**src/rtl/nibble_serial_adder.sv**
```systemverilog
// nibble_serial_adder: digit-serial WIDTH-bit adder, one 4-bit nibble per clock, LSB nibble
// first, built around a single 4-bit carry-select adder_cell.
//
// Ports:
//   clk        rising-edge clock
//   rst        synchronous active-high reset
//   in_valid   operand set on in_a/in_b/in_cin is valid
//   in_ready   block can accept an operand set (IDLE only)
//   in_a/in_b  WIDTH-bit operands
//   in_cin     carry into bit 0
//   out_valid  result valid (DONE only)
//   out_ready  consumer accepts the result
//   out_sum    in_a + in_b + in_cin modulo 2^WIDTH
//   out_cout   carry out of bit WIDTH-1
//   out_ovf    two's-complement overflow

// adder_cell: 4-bit carry-select adder; both carry hypotheses are precomputed and the
// incoming carry only drives the final select.
module adder_cell (
   input  logic [3:0] a_i,
   input  logic [3:0] b_i,
   input  logic       cin_i,
   output logic [3:0] sum_o,
   output logic       cout_o
);
   logic [4:0] sum_c0;
   logic [4:0] sum_c1;

   always_comb begin
      sum_c0 = {1'b0, a_i} + {1'b0, b_i};
      sum_c1 = {1'b0, a_i} + {1'b0, b_i} + 5'd1;
      {cout_o, sum_o} = cin_i ? sum_c1 : sum_c0;
   end
endmodule

module nibble_serial_adder #(
   parameter int unsigned WIDTH = 16
) (
   input  logic             clk,
   input  logic             rst,
   input  logic             in_valid,
   output logic             in_ready,
   input  logic [WIDTH-1:0] in_a,
   input  logic [WIDTH-1:0] in_b,
   input  logic             in_cin,
   output logic             out_valid,
   input  logic             out_ready,
   output logic [WIDTH-1:0] out_sum,
   output logic             out_cout,
   output logic             out_ovf
);
   localparam int unsigned Nib  = WIDTH / 4;
   // Keep the counter at least one bit wide so WIDTH=4 still elaborates.
   localparam int unsigned CntW = (Nib > 1) ? $clog2(Nib) : 1;
   localparam logic [CntW-1:0] CntLast = CntW'(Nib - 1);

   typedef enum logic [1:0] {StIdle, StRun, StDone} state_e;

   state_e            state_q, state_d;
   logic [WIDTH-1:0]  a_q, a_d;
   logic [WIDTH-1:0]  b_q, b_d;
   logic              carry_q, carry_d;
   logic [CntW-1:0]   cnt_q, cnt_d;
   logic              msb_a_q, msb_a_d;
   logic              msb_b_q, msb_b_d;
   logic [WIDTH-1:0]  sum_q, sum_d;
   logic              cout_q, cout_d;
   logic              ovf_q, ovf_d;

   logic [3:0]        cell_sum;
   logic              cell_cout;

   adder_cell u_cell (
      .a_i    (a_q[3:0]),
      .b_i    (b_q[3:0]),
      .cin_i  (carry_q),
      .sum_o  (cell_sum),
      .cout_o (cell_cout)
   );

   always_comb begin
      state_d = state_q;
      a_d     = a_q;
      b_d     = b_q;
      carry_d = carry_q;
      cnt_d   = cnt_q;
      msb_a_d = msb_a_q;
      msb_b_d = msb_b_q;
      sum_d   = sum_q;
      cout_d  = cout_q;
      ovf_d   = ovf_q;

      unique case (state_q)
         StIdle: begin
            if (in_valid) begin
               a_d     = in_a;
               b_d     = in_b;
               carry_d = in_cin;
               cnt_d   = '0;
               msb_a_d = in_a[WIDTH-1];
               msb_b_d = in_b[WIDTH-1];
               state_d = StRun;
            end
         end
         StRun: begin
            // Only the nibble selected by the counter is overwritten; the rest hold.
            for (int i = 0; i < int'(Nib); i++) begin
               if (cnt_q == CntW'(i)) begin
                  sum_d[4*i +: 4] = cell_sum;
               end
            end
            carry_d = cell_cout;
            a_d     = a_q >> 4;
            b_d     = b_q >> 4;
            cnt_d   = cnt_q + CntW'(1);
            if (cnt_q == CntLast) begin
               cnt_d   = '0;
               cout_d  = cell_cout;
               // Last cell sum bit 3 is the result MSB.
               ovf_d   = (msb_a_q == msb_b_q) && (cell_sum[3] != msb_a_q);
               state_d = StDone;
            end
         end
         StDone: begin
            if (out_ready) begin
               state_d = StIdle;
            end
         end
         default: state_d = StIdle;
      endcase
   end

   always_ff @(posedge clk) begin
      if (rst) begin
         state_q <= StIdle;
         a_q     <= '0;
         b_q     <= '0;
         carry_q <= 1'b0;
         cnt_q   <= '0;
         msb_a_q <= 1'b0;
         msb_b_q <= 1'b0;
         sum_q   <= '0;
         cout_q  <= 1'b0;
         ovf_q   <= 1'b0;
      end else begin
         state_q <= state_d;
         a_q     <= a_d;
         b_q     <= b_d;
         carry_q <= carry_d;
         cnt_q   <= cnt_d;
         msb_a_q <= msb_a_d;
         msb_b_q <= msb_b_d;
         sum_q   <= sum_d;
         cout_q  <= cout_d;
         ovf_q   <= ovf_d;
      end
   end

   assign in_ready  = (state_q == StIdle);
   assign out_valid = (state_q == StDone);
   assign out_sum   = sum_q;
   assign out_cout  = cout_q;
   assign out_ovf   = ovf_q;
endmodule
```
**config.mk**
```make
export PLATFORM = sky130hd
export DESIGN_NAME = nibble_serial_adder
export DESIGN_NICKNAME = d
export VERILOG_FILES = /design/src/rtl/nibble_serial_adder.sv
export SDC_FILE = /design/constraint.sdc
export NUM_CORES = 1
export LEC_CHECK = 0
export BUFFER_PORTS_ARGS = -buffer_cell sky130_fd_sc_hd__buf_4
export CAP_MARGIN = 30
export CORE_MARGIN = 3
export CORE_UTILIZATION = 38
export DETAILED_ROUTE_END_ITERATION = 12
export GPL_ROUTABILITY_DRIVEN = 0
export PLACE_DENSITY = 0.68
export SLEW_MARGIN = 10
export SYNTH_ARGS = -nofsm -noshare
export SYNTH_HDL_FRONTEND = slang
export SYNTH_SLANG_ARGS = --single-unit
```
**constraint.sdc**
```tcl
create_clock -name clk -period 2.2 [get_ports clk]
set_input_delay 0.44 -clock clk [delete_from_list [all_inputs] [get_ports clk]]
set_output_delay 0.44 -clock clk [all_outputs]
set_load 0.02 [all_outputs]
```
# Yosys cells after proc, flatten, opt, wreduce, memory -nomap -nowiden
# Cells that the tools add are included.
[classes]
n_addsub = 3
eq_ne = 10
n_mux = 14
reduce_logical = 11
[ops]
columns = ["op", "count"]
rows = [
  ["$pmux W16 S2", 2],
  ["$mux W16", 2],
  ["$reduce_and A2 Y1", 6],
  ["$mux W2", 5],
  ["$eq A2 B2 Y1 const B", 3],
  ["$pmux W2 S3", 1],
  ["$add A4 B4 Y5", 1],
  ["$add A5 B1 Y5 const B", 1],
  ["$mux W5", 1],
  ["$eq A2 B1 Y1 const B", 2],
  ["$logic_not A2 Y1", 2],
  ["$ne A2 B2 Y1 const B", 2],
  ["$pmux W2 S2", 1],
  ["$reduce_and A3 Y1", 1],
  ["$add A2 B1 Y2 const B", 1],
  ["$ne A2 B1 Y1 const B", 1],
  ["$pmux W1 S2", 1],
  ["$reduce_bool A2 Y1", 1],
  ["$eq A1 B1 Y1", 1],
  ["$logic_and A1 B1 Y1", 1],
  ["$mux W1", 1],
  ["$ne A1 B1 Y1", 1],
]
[totals]
register_bits = 57
inputBits = 37
output_inout_bits = 20
elab_cells = 51

# Depth between registers and ports, before layout
# Gate-level depths: netlist of the first run.
[logic_depth]
ltp_word = 5
mapped_depth = 8
depth_no_buf = 8

# Hierarchy
# From an unflattened synthesis of the first run, not the netlist that was laid out.
[unflattened]
cells_unflattened = 271
area_unflattened_um2 = 2747.6
[by_module_without_submodules]
columns = ["mod", "n_inst", "cells_each", "area_per_inst_um2", "seq_area_each_um2"]
rows = [
  ["nibble_serial_adder", 1, 237, 2498.6, 1141.1],
  ["adder_cell", 1, 34, 249.0, 0.0],
]

# Worst setup path before layout of the first run
# Ideal clock, no wire load.
[synth_path]
path_kind = "reg2reg"
from = "register a_q[0]"
to = "register ovf_q (netlist: out_ovf)"
setup_time_ns = 0.088
arrival_ns = 1.925
t_required_ns = 2.112
path_slack_ns = 0.187
path_stages_with_launch = 8
path_buffers = 0
synth_period_minus_slack_ns = 2.013
path_cell_list = "dfxtp_1 -> ha_1 -> fa_1 -> xnor2_1 -> nor2_1 -> xnor3_2 -> nand3b_4 -> a311oi_2"
[synth_via]
elab_chain_cells = 5
[synth_lines]
columns = ["element", "line_no", "text"]
rows = [
  ["from (decl)", "60", "logic [WIDTH-1:0] a_q, a_d;"],
  ["from (signal assigned)", "136", "a_q <= '0;"],
  ["from (signal assigned)", "147", "a_q <= a_d;"],
  ["$add A4 B4 Y5 *", "30, 31", ""],
  ["$add A5 B1 Y5", "31", "sum_c1 = {1'b0, a_i} + {1'b0, b_i} + 5'd1;"],
  ["$mux W5 *", "32", "{cout_o, sum_o} = cin_i ? sum_c1 : sum_c0;"],
  ["$ne A1 B1 Y1 *", "120", "ovf_d = (msb_a_q == msb_b_q) && (cell_sum[3] != msb_a_q);"],
  ["$logic_and A1 B1 Y1 *", "120", ""],
  ["to (signal assigned)", "155", "ovf_q <= ovf_d;"],
  ["to (decl)", "68", "logic ovf_q, ovf_d;"],
]
# Every way passes the cells marked *; elsewhere a longest branch is shown, timed or not.
# A chain may end at the register's enable or synchronous reset.

# Worst setup path in the final report of the first run
# Ends and elaborated chain as after synthesis.

==> metrics.txt, run 1 <==
DRC violations left 0; Seq/Total Area, Yosys about 44%; Syn Std Cell Area 2566 sq um; Die Ht just under 90 microns; # rows 29; via/cell ratio roughly 5.1; largest cells by area after synthesis dfxtp_1, nand2_1, nor2_1; outcome finished, final reports clean; H-tree levels 3; postcts setup bufs 0; Setup crit start kind flip-flop; metal2 WL 2838 microns; cells after synthesis 307; DR top layer met4; routed len/inst 13.50 microns; Vias 2220; static leakage 0.001394 uW; Num CTS Buffers 9; io pins 57; Fmax 482.9 MHz; DRT Pass-1 Iters 4; highest-count cells in the layout ignoring fill and taps nand2_1, buf_4, dfxtp_1; Hold Path Class in -> reg; # placed instances 420; cell taking the most area after synthesis dfxtp_1; Layout Area Growth over Synthesis 26.96%; first-pass GRT wire length ~10000 microns; Setup-failing EPs final 0; DP HPWL 4054 microns; max cap viols 0; layout cells sized above 1 23.68%; post-synth top area share 44.47%; total gr overflow 0; Peak supply drop between 0.0004 and 0.0005 V; vias in the first global route 2116; most common cell after layout, fill and taps aside nand2_1; clk slew on worst S/H paths 0.07 ns; RSZ-0062 raised after global routing true; Die W 88.18 microns; Met3 Routed Length 290 microns; Worst Path Arrival roughly 2.3 ns; cts hold-fix bufs 0; Slew Viols, Final 0; Iter 0 DRT Violations 82; Bufs on Longest Clock Path 2; largest net degree at the start of global routing slightly below 60; Place WS 0.1235 ns; Post-Route M1 WL 2697 microns; CTS resizes 0; CP Max Fanout 6; CTS tree yes; setup skew after layout 0.008476 ns; CP required approximately 2.5 ns; pwr dens 803.6 nW/um^2; WL final 5884 microns; syn nets 354; final worst slack 0.1294 ns; post-route ant nets 0; YS warnings 0; root buffer cell clkbuf_8; worst-margin pin slew 0.5789 ns; synth unique cells 35; CP endpoint kind flip-flop; #FFs+latches synth 57; final non-filler cell total about 440; fin nets 401; Setup CP Type reg -> reg; initial core utilization 39.73%; Total GRT Usage 16.15%; worst skew pair latency 0.33 ns; slew margin rel. 61.41%; Final min period a little over 2 ns; Clock Sinks 57; initial antenna violation count 0; number of buffers added on ports 56; Core ar. 6459 sq um; Hold Violations, Final 0; die area between 7000 and 8000 sq um; Avg Cell Area, Syn 8.359 sq um; Ant. Diodes 0; post-route clock period utilization 94.12%
[state kept, by name, summed over array words and instances (netlist names)]
signal    count
carry_q       1
msb_b_q       1
b_q          16
out_cout      1
cnt_q         2
out_ovf       1
a_q          16
msb_a_q       1
state_q       2
out_sum      16
[final cells by class]
class / instances / area, sq um
clock buffers: 12 / 165.2
clock inverters: 4 / 50.05
fillers: 634 / 3201
inverters: 2 / 7.507
multi-input cells: 224 / 1335
flip-flops and latches: 57 / 1141
well taps: 77 / 96.34
repair buffers: 60 / 462.9
[through the flow]
stage                     utilization (%)  hold slack (ns)  instance area, sq um  total power (uW)  setup TNS, ns
after floorplan                         -           0.4366                  2566              1453              0
after global placement              46.96           0.4474                  3033              1594              0
after detailed placement            46.96           0.4549                  3033              1603              0
after CTS                           50.29           0.3265                  3248              2642              0
after global routing                50.45           0.3422                  3258              2746     -0.0007647
final                               50.45           0.3447                  3258              2618              0
[where the power goes]
group          total [uW]  leakage, uW  internal [uW]  switching (uW)
combinational         437     0.000821            195             242
sequential           1150     0.000468           1100            44.8
clock                1040     0.000105            613             422
[kinds of logic (layout without fill, tap and decap cells)]
| kind of cell | count (synthesis) | in the layout | synth area share (%) |
|---|---|---|---|
| fa+ha+maj | 10 | 10 | 5.168 |
| simple gates | 143 | 143 | 23.36 |
| flops | 57 | 57 | 44.47 |
| mux | 8 | 8 | 3.121 |
| xor+xnor | 4 | 4 | 1.950 |
| buf+inv | 26 | 78 | 4.291 |
| compound gates | 59 | 59 | 17.65 |
[per-layer routing]
metal	up-vias	track usage, %
met5	-	0
met4	0	6.181
met3	5	4.610
met2	42	25.08
met1	1020	21.24
li1	1153	-
[final timing paths]
check / slack, ns / start / cells after the start / endpoint
max: 0.13 / a_q[0] / 7 / out_ovf
min: 0.34 / in_b[13] / 3 / b_q[13]
max reg2reg: 0.13 / a_q[0] / 7 / out_ovf
min reg2reg: 0.46 / b_q[15] / 2 / b_q[15]
[synthesized netlist by cell type]
cell and n:
ha_1 9, nand2b_1 3, a22oi_1 6, mux2i_1 8
buf_2 3, xnor2_1 2, nand3b_4 1, fa_1 1
a21oi_1 11, and2_1 5, a311oi_1 24, nor2_1 57
nand2_1 63, clkbuf_1 16, buf_4 1, nor3_1 5
xor2_1 1, o22ai_1 1, dlygate4sd1_1 1, a311oi_2 1
or2b_1 1, a211oi_1 8, o21ai_0 3, a21oi_4 1
a31oi_1 1, or2_2 1, buf_1 3, nor2b_1 3
nand3_1 3, inv_1 2, o32ai_1 1, nand4_1 1
dfxtp_1 57, a21o_1 2, xnor3_2 1
[worst max-delay path: stages, from the launching register on]
cell and delay, ns:
dfxtp_1 0.31, ha_1 0.23, fa_1 0.54, nand3_1 0.09, nor2_1 0.11, xnor3_2 0.32, nand3b_4 0.18, a311oi_2 0.21
Power figures use the tool's default switching activity.
==> run 2, diff against run 1 <==
- ABC_AREA: unset -> 1
- PLACE_DENSITY: 0.68 -> unset
==> metrics.txt, run 2 <==
DP HPWL 4220 microns (was 4054 microns); RSZ-0062 raised after global routing false (was true); Post-synth EDFFs 0 (unchanged); hold slack 0.3559 ns (was 0.3447 ns); Num CTS Buffers 9 (unchanged); Iter 0 DRT Violations 112 (was 82); first-pass GRT wire length 9942 microns (was 9791 microns); layout cells sized above 1 22.25% (was 23.68%); Final min period 1.918 ns (was 2.071 ns); outcome finished, final reports clean (unchanged); #FFs+latches synth 57 (unchanged); Avg Cell Area, Syn 7.692 sq um (was 8.359 sq um); CP required 2.43 ns (was 2.45 ns); post-synth top area share 44.82% (was 44.47%); largest net degree at the start of global routing 51 (was 58); initial core utilization 39.65% (was 39.73%); CP Max Fanout 3 (was 6); io pins 57 (unchanged); Setup crit start kind flip-flop (unchanged); Hold Path Class in -> reg (unchanged); # rows 29 (unchanged); post-route clock period utilization 87.16% (was 94.12%); Fmax 521.5 MHz (was 482.9 MHz); cells after synthesis 331 (was 307); sw frac 26.32% (was 27.09%); highest-count cells in the layout ignoring fill and taps nand2_1, buf_4, dfxtp_1 (unchanged); die area 7719 sq um (was 7775 sq um); cts hold-fix bufs 0 (unchanged); Vias 2301 (was 2220); CP endpoint kind flip-flop (unchanged); static leakage 0.001429 uW (was 0.001394 uW); Peak supply drop 0.0003954 V (was 0.0004169 V); CP cell instances ha_1 > fa_1 > ha_1 > nand2_1 > nor2_1 > nand3_1 > nand2_1 > nand2_1 > o21bai_1 > inv_1 (was ha_1 > fa_1 > nand3_1 > nor2_1 > xnor3_2 > nand3b_4 > a311oi_2); synth cell count leaders nand2_1, dfxtp_1, a21oi_1 (was nand2_1, dfxtp_1, nor2_1); worst skew pair latency 0.33 ns (about the same); combinational share of power 16.3% (was 16.7%); setup skew after layout 0.005761 ns (was 0.008476 ns); Total GRT Usage 16.65% (was 16.15%); Hold Violations, Final 0 (unchanged); Core ar. 6422 sq um (was 6459 sq um); CTS tree yes (unchanged); worst-margin pin slew 0.5346 ns (was 0.5789 ns); P_sw 709.2 uW (was 709.4 uW); H-tree levels 3 (unchanged); via/cell ratio 4.917 (was 5.092); WL final 5931 microns (was 5884 microns); Die W 87.86 microns (was 88.18 microns); ys async rst share 0% (unchanged); final non-filler cell total 468 (was 436); syn nets 378 (was 354); clk slew on worst S/H paths 0.06 ns (was 0.07 ns); DRT Pass-1 Iters 5 (was 4); Slew Viols, Final 0 (unchanged); Clk network pwr share 40.8% (was 39.6%); largest cells by area after synthesis dfxtp_1, nand2_1, a21oi_1 (was dfxtp_1, nand2_1, nor2_1); CP peak stage delay 0.53 ns (was 0.54 ns); slew margin rel. 64.28% (was 61.41%); DRC violations left 0 (unchanged); Bufs on Longest Clock Path 2 (unchanged); Worst Path Arrival 2.15 ns (was 2.32 ns); total gr overflow 0 (unchanged); Post-synth top flop dfxtp_1 (unchanged); root buffer cell clkbuf_8 (unchanged); Die Ht 87.86 microns (was 88.18 microns); Clock Sinks 57 (unchanged); Reg2Reg Depth 10 (was 7); Setup CP Type reg -> reg (unchanged); Ant. Diodes 0 (unchanged); Setup-failing EPs final 0 (unchanged); part of the power in registers 43.0% (was 43.7%); P_int 1986 uW (was 1909 uW); routed len/inst 12.67 microns (was 13.50 microns); YS warnings 0 (unchanged); number of buffers added on ports 56 (unchanged); fin nets 433 (was 401); slowest CP cell fa_1 (unchanged); CTS resizes 0 (unchanged); vias in the first global route 2188 (was 2116); max cap viols 0 (unchanged); most common cell after layout, fill and taps aside nand2_1 (unchanged); initial antenna violation count 0 (unchanged); # placed instances 452 (was 420); setup_tns 0 ns (unchanged); top-count cell post-synth nand2_1 (unchanged); post-route ant nets 0 (unchanged); Layout Area Growth over Synthesis 26.09% (was 26.96%); synth unique cells 28 (was 35); pwr dens 839.3 nW/um^2 (was 803.6 nW/um^2); Crit path top cell by count nand2_1; Syn Std Cell Area 2546 sq um (was 2566 sq um); cell taking the most area after synthesis dfxtp_1 (unchanged); postcts setup bufs 0 (unchanged); Seq/Total Area, Yosys 44.82% (was 44.47%); Hold Crit Depth 4 (was 3)
-- run 2: cell count changes in the layout (fill, tap and decap cells not counted), moves of 6 or more --
cell | before | now
a22oi_1 | 6 | 0
a311oi_1 | 24 | 0
a211oi_1 | 8 | 0
o21ai_0 | 1 | 12
nand2_1 | 63 | 103
nand3_1 | 2 | 11
a31oi_1 | 1 | 24
o21ai_1 | 2 | 24
a21oi_1 | 11 | 31
inv_1 | 2 | 16
mux2i_1 | 8 | 0
nor2_1 | 56 | 7
-- run 2: final timing paths --
path	startpoint	end	slack, ns
setup / recovery	a_q[0]	out_cout	0.28
hold / removal	out_ready	state_q[1]	0.36
setup reg to reg	a_q[0]	out_cout	0.28
hold reg to reg	a_q[13]	a_q[13]	0.46
-- run 2: critical path, delay by kind of cell, from the launching register on --
kind / cells / cell delay, ns
compound gates: 1 / 0.13
fa+ha+maj: 3 / 0.90
buf+inv: 1 / 0.05
flops: 1 / 0.32
simple gates: 5 / 0.43
-- run 2: stage by stage --
step           instance area (sq um)  utilization, %  total power, uW  worst slack (ns)
2_1_floorplan                   2546               -             1491            0.4014
3_3_place_gp                    2988           46.52             1616            0.3427
3_5_place_dp                    2988           46.52             1621            0.2885
4_1_cts                         3211           49.99             2725            0.2848
5_1_grt                         3211           49.99             2843            0.1315
6_report                        3211           49.99             2695            0.2824
-- run 2: power groups by stage --
stage          Sequential [uW]  Clock, uW  Combinational (uW)
2_1_floorplan             1180          0                 308
3_3_place_gp              1180          0                 437
3_5_place_dp              1180          0                 441
4_1_cts                   1160       1120                 443
5_1_grt                   1170       1170                 504
6_report                  1160       1100                 438
-- run 2: logic make-up after synthesis --
logic type | after synthesis | synth area share, %
flops | 57 | 44.82
fa+ha+maj | 10 | 5.209
simple gates | 129 | 21.28
xor+xnor | 2 | 0.6881
buf+inv | 38 | 7.616
mux | 1 | 0.4422
compound gates | 94 | 19.95
-- run 2: cell type report --
| type | count | area, sq um |
|---|---|---|
| Clock buffer | 14 | 162.7 |
| Clock inverter | 2 | 60.06 |
| Fill cell | 657 | 3212 |
| Inverter | 23 | 96.34 |
| Multi-Input combinational cell | 236 | 1211 |
| Sequential cell | 57 | 1141 |
| Tap cell | 77 | 96.34 |
| Timing Repair Buffer | 59 | 442.9 |
-- run 2: per-layer routing --
metal  vias to the layer above  GRT usage [%]  wire, microns
met3                         5          6.021            284
met1                      1032          20.68           2704
met5                         -              0              0
met4                         0          4.603             59
met2                        41          27.26           2883
li1                       1223              -              -
